===== config.mk =====
export PLATFORM = sky130hd
export DESIGN_NAME = uart_rx_fifo
export DESIGN_NICKNAME = d
export VERILOG_FILES = /design/src/rtl/uart_rx_fifo.sv
export SDC_FILE = /design/constraint.sdc
export NUM_CORES = 1
export LEC_CHECK = 0
export ABC_AREA = 1
export BUFFER_PORTS_ARGS = -buffer_cell sky130_fd_sc_hd__buf_2
export CORE_AREA = 2 2 93 95
export CTS_CLUSTER_SIZE = 28
export DETAILED_ROUTE_END_ITERATION = 12
export DIE_AREA = 0 0 95 97
export PLACE_DENSITY_LB_ADDON = 0.08
export SLEW_MARGIN = 20
export SYNTH_ARGS = -nofsm -noshare
export SYNTH_HDL_FRONTEND = slang
export SYNTH_SLANG_ARGS = --single-unit

===== constraint.sdc =====
create_clock -name clk -period 2.65 [get_ports clk]
set_clock_uncertainty 0.1 [all_clocks]
set_input_delay 0.265 -clock clk [delete_from_list [all_inputs] [get_ports clk]]
set_output_delay 0.265 -clock clk [all_outputs]
set_load 0.01 [all_outputs]

===== src/rtl/uart_rx_fifo.sv =====
// Show-ahead receive FIFO behind the UART RX shift stage: one write per rx_done rising edge,
// sticky overrun when a byte arrives while full, registered IRQ, no input-to-output comb path.
module uart_rx_fifo #(
  parameter int DATA_W = 8,
  parameter int DEPTH  = 8
) (
  input  logic                     clk,
  input  logic                     reset,
  input  logic                     rx_done,
  input  logic [DATA_W-1:0]        rx_byte,
  input  logic                     rd_en,
  input  logic                     clr_overrun,
  output logic [DATA_W-1:0]        rd_data,
  output logic                     empty,
  output logic                     full,
  output logic [$clog2(DEPTH):0]   count,
  output logic                     overrun,
  output logic                     rx_irq
);

  localparam int PTR_W = $clog2(DEPTH);
  localparam int CNT_W = PTR_W + 1;

  logic [DATA_W-1:0] mem [DEPTH];
  logic [PTR_W-1:0]  wr_ptr;
  logic [PTR_W-1:0]  rd_ptr;
  logic [CNT_W-1:0]  cnt_q;
  logic              done_q;
  logic              wr_req;
  logic              rd_req;
  logic              wr_acc;

  assign wr_req = rx_done & ~done_q;
  assign rd_req = rd_en & ~empty;
  // When full, a same-cycle pop frees the slot the new byte lands in.
  assign wr_acc = wr_req & (~full | rd_req);

  assign count   = cnt_q;
  assign empty   = (cnt_q == '0);
  assign full    = (cnt_q == CNT_W'(DEPTH));
  assign rd_data = empty ? '0 : mem[rd_ptr];

  always_ff @(posedge clk) begin
    if (wr_acc) mem[wr_ptr] <= rx_byte;
  end

  always_ff @(posedge clk or posedge reset) begin
    if (reset) begin
      wr_ptr  <= '0;
      rd_ptr  <= '0;
      cnt_q   <= '0;
      done_q  <= 1'b1;
      overrun <= 1'b0;
      rx_irq  <= 1'b0;
    end else begin
      done_q <= rx_done;
      rx_irq <= ~empty;
      if (wr_acc) wr_ptr <= wr_ptr + 1'b1;
      if (rd_req) rd_ptr <= rd_ptr + 1'b1;
      if (wr_acc && !rd_req)      cnt_q <= cnt_q + 1'b1;
      else if (rd_req && !wr_acc) cnt_q <= cnt_q - 1'b1;
      // A new drop outranks a clear so no overrun event is ever lost.
      if (wr_req && full && !rd_req) overrun <= 1'b1;
      else if (clr_overrun)          overrun <= 1'b0;
    end
  end

endmodule

==> metrics.md <==
| Metric | Value |
|---|---|
| TritonCTS clock tree | yes |
| Number of buffers inserted during clock tree synthesis | 9 |
| Number of global-route vias before repair | 2158 |
| Fraction of final layout cells with drive strength greater than 1 | 0.149 |
| Area of all placed cells without fillers | 4080 um2 |
| Cell depth of the worst hold path | 1 |
| Initial antenna violation count | 0 |
| Post-synthesis sequential element count | 77 |
| Slowest stage cell, crit path | sky130_fd_sc_hd__dfrtp_1 |
| Worst reg2reg setup slack | 0.23 ns |
| Aggregate negative setup slack | 0 ns |
| Vias/cell | 4.52 |
| Post-layout minimum cycle time | 2.42 ns |
| Later-pin clock latency in the skew report | between 0.3 and 0.4 ns |
| Headroom to the max-slew limit | 0.473 |
| Pin count of the biggest net entering global routing | 34 |
| Element type at the critical path start | flop |
| Share of power burned in combinational logic | 0.374 |
| Die X | approximately 95 um |
| Worst setup path category | flop to flop |
| Yosys warning count | 0 |
| Post-synth top cells | sky130_fd_sc_hd__nand2_1, sky130_fd_sc_hd__inv_1, sky130_fd_sc_hd__edfxtp_1 |
| Critical Path Most Common Cell | sky130_fd_sc_hd__nand2_1 |
| Critical path buffer and inverter count | 2 |
| Startpoint of the lowest-slack register-to-register path | count[0]$_DFFE_PP0P_ |
| Synth top area cells | sky130_fd_sc_hd__edfxtp_1, sky130_fd_sc_hd__nand2_1, sky130_fd_sc_hd__dfrtp_1 |
| Clock share of power | 0.230 |
| Static leakage | between 1.5 and 2 nW |
| RSZ-0062 raised after global routing | false |
| Number of DRC markers in iteration 0 | between 90 and 100 |
| Transition time at the pin with the least slew margin | about 0.8 ns |
| Initial DRT Pass Iterations | 4 |
| Part of the Yosys area used for sequential elements | 0.626 |
| Period utilization | 0.915 |
| Overall via count from detail_route | 2351 |
| Internal power component | 2.53 mW |
| Average instance area after synthesis | 9.71 um2 |
| Wire length of the first global-routing pass | 11400 um |
| Capture point of the worst reg-to-reg path | count[3]$_DFFE_PP0P_ |
| Placed Instance Area | 3840 um2 |
| Hold path startpoint | rx_byte[3] |
| Total half-perimeter wirelength after legalization and detailed placement | between 4000 and 5000 um |
| Combined flip-flop and latch cell area | 2250 um2 |
| Async S/R FF share, synth | 0.169 |
| Critical Path Fanout Max | 13 |
| Number of buffers inserted by port buffering | 28 |
| Fraction of post-synthesis cell area in the top cell type by area | 0.535 |
| Total die area | 9220 um2 |
| Crit path capture type | flop |
| Core Box Area | approximately 8000 um2 |
| Register share of total power | 0.396 |
| Gate family responsible for the most delay along the worst path | simple AND/OR/NAND/NOR gates |
| Primary FF master, synth | sky130_fd_sc_hd__edfxtp_1 |
| Required time at the worst-slack endpoint | roughly 2.8 ns |
| Number of fill cells | 734 |
| Post-synthesis net count | 389 |
| Die Y | 97 um |
| Hold Vio Cnt, Final | 0 |
| Highest ir drop seen on vdd | 0.382 mV |
| Area grow syn2layout | 13.6% |
| Worst min-delay path class | input pin to flop |
| Root cell of the clock tree | sky130_fd_sc_hd__clkbuf_8 |
| Final nets | 430 |
| Outcome | finished, final reports clean |
| Synth Instances | 370 |
| Num Clock Sinks | 77 |
| EDFF count, synth | 64 |
| Max-cap violation count | 0 |
| Critical path cell sequence | nor2_2 > nand4_1 > nand2_4 > inv_1 > ha_1 > inv_1 > ha_1 > or2_2 > nand2_1 > nand2_1 > nand3_1 > nand2_1 |
| Total routing resource utilization after global routing | 0.171 |
| Filler-free cell count of the finished design | 520 |
| Final weighted congestion in routability-driven placement | about 0.76 |
| F_max | 413 MHz |
| Sw frac | 0.376 |
| Total length of routed wires | 7330 um |
| CP peak stage delay | 0.45 ns |
| Congestion Overflow GR | 0 |
| Initial core utilization | 0.442 |
| Area taken by multi-input logic gates | around 920 um2 |
| Most repeated cell in the gate-level netlist after synthesis | sky130_fd_sc_hd__nand2_1 |
| Worst endpoint data arrival time | between 2 and 3 ns |
| Power dissipated by switching net loads | 1.53 mW |
| Buffers inserted by post-CTS timing repair | 0 |
| Library cell with the largest summed area after synthesis | sky130_fd_sc_hd__edfxtp_1 |
| Post-route DRC violation count | 0 |
| Number of antenna repair diodes | 0 |
| Clk buf depth | 2 |
| Synth unique cells | 23 |
| Wire length per cell | approximately 14 um |
| Summed instance area of the synthesized netlist | ~3600 um2 |
| Site row count | 33 |
| Count of boundary I/O pins | 29 |
| Destination of the worst hold path | mem[1][3]$_DFFE_PP_ |
| Level count of the clock H-tree | 3 |
| Logic depth of the worst register-to-register path | 12 |
| Cells after DPL | roughly 500 |
| Power density over cell area | 995 nW/um2 |
| ANT nets after route | 0 |
| Fin. max-slew vios | 0 |
| Worst-path clk slew | 0.08 ns |
| Final setup violation count | 0 |
## worst max-delay path by stage
stage | from | to | cells after the start
floorplan | count[0]$_DFFE_PP0P_ | count[3]$_DFFE_PP0P_ | 12
global placement | count[0]$_DFFE_PP0P_ | count[3]$_DFFE_PP0P_ | 12
detailed placement | count[0]$_DFFE_PP0P_ | count[3]$_DFFE_PP0P_ | 12
CTS | count[0]$_DFFE_PP0P_ | count[3]$_DFFE_PP0P_ | 12
global route | count[0]$_DFFE_PP0P_ | count[3]$_DFFE_PP0P_ | 12
finish | count[0]$_DFFE_PP0P_ | count[3]$_DFFE_PP0P_ | 12
## layout by cell type (no fill, tap or decap), drive strengths merged
cell type / Yosys / final
o21ai: 4 / 4
ha: 5 / 5
dlygate4sd3: 0 / 3
clkbuf: 0 / 9
edfxtp: 64 / 64
inv: 81 / 81
clkinvlp: 0 / 1
clkinv: 0 / 3
buf: 14 / 41
or2: 1 / 1
fa: 1 / 1
nor3: 8 / 8
bufinv: 0 / 2
nand2: 107 / 107
xor2: 1 / 1
dfstp: 1 / 1
nand4: 1 / 1
nor2: 20 / 20
dfrtp: 12 / 12
xnor2: 4 / 4
a21oi: 1 / 1
nand3: 45 / 45
## sequential cells by signal, summed over array words and instances (netlist names)
| register | count |
|---|---|
| mem | 64 |
| count | 4 |
| rd_ptr | 3 |
| wr_ptr | 3 |
| done_q | 1 |
| overrun | 1 |
| rx_irq | 1 |
## per-layer routing
metal	part of all wire	vias to the layer above	global-route usage
li1	-	1233	-
met5	0	-	0
met2	0.47	30	0.269
met1	0.49	1078	0.236
met3	0.026	10	0.0280
met4	0.014	0	0.0669
## power groups by stage
stage / clock network [mW] / logic, mW / registers, mW
after floorplan: 0 / 1.18 / 1.59
after global placement: 0 / 1.53 / 1.63
after detailed placement: 0 / 1.54 / 1.64
after CTS: 0.955 / 1.55 / 1.61
after global routing: 1.00 / 1.72 / 1.64
final: 0.934 / 1.52 / 1.61
## metrics by stage
stage                     hold slack, ns  utilization  power [mW]  worst slack, ns
final                             0.0745        0.502        4.06            0.226
after global routing              0.0787        0.502        4.36           0.0217
after CTS                         0.0729        0.501        4.12            0.205
after detailed placement           0.236        0.472        3.18            0.221
after global placement             0.225        0.472        3.16            0.284
after floorplan                   0.0412            -        2.77            0.500
## final cells by class
cell class / count / share of cell area
timing repair buffer: 44 / 0.0656
inverter: 81 / 0.0751
clock inverter: 6 / 0.0193
sequential: 77 / 0.551
tap: 105 / 0.0322
clock buffer: 9 / 0.0304
multi-input combinational: 198 / 0.226
## cells by family (layout without fill, tap and decap cells)
kind of cell | count (synthesis) | count (layout) | share of synthesized area
compound gates | 5 | 5 | 0.00697
xor+xnor | 5 | 5 | 0.0122
fa+ha+maj | 6 | 6 | 0.0230
buf+inv | 95 | 140 | 0.118
flops | 77 | 77 | 0.626
simple gates | 182 | 182 | 0.214
## what timing repair did
item                                    CTS  global route
resized for setup                         0             1
hold endpoints to repair                 14             0
hold buffers                              3             0
endpoints found under the setup margin    0             1
No activity file was read; power rests on OpenSTA's default activity.
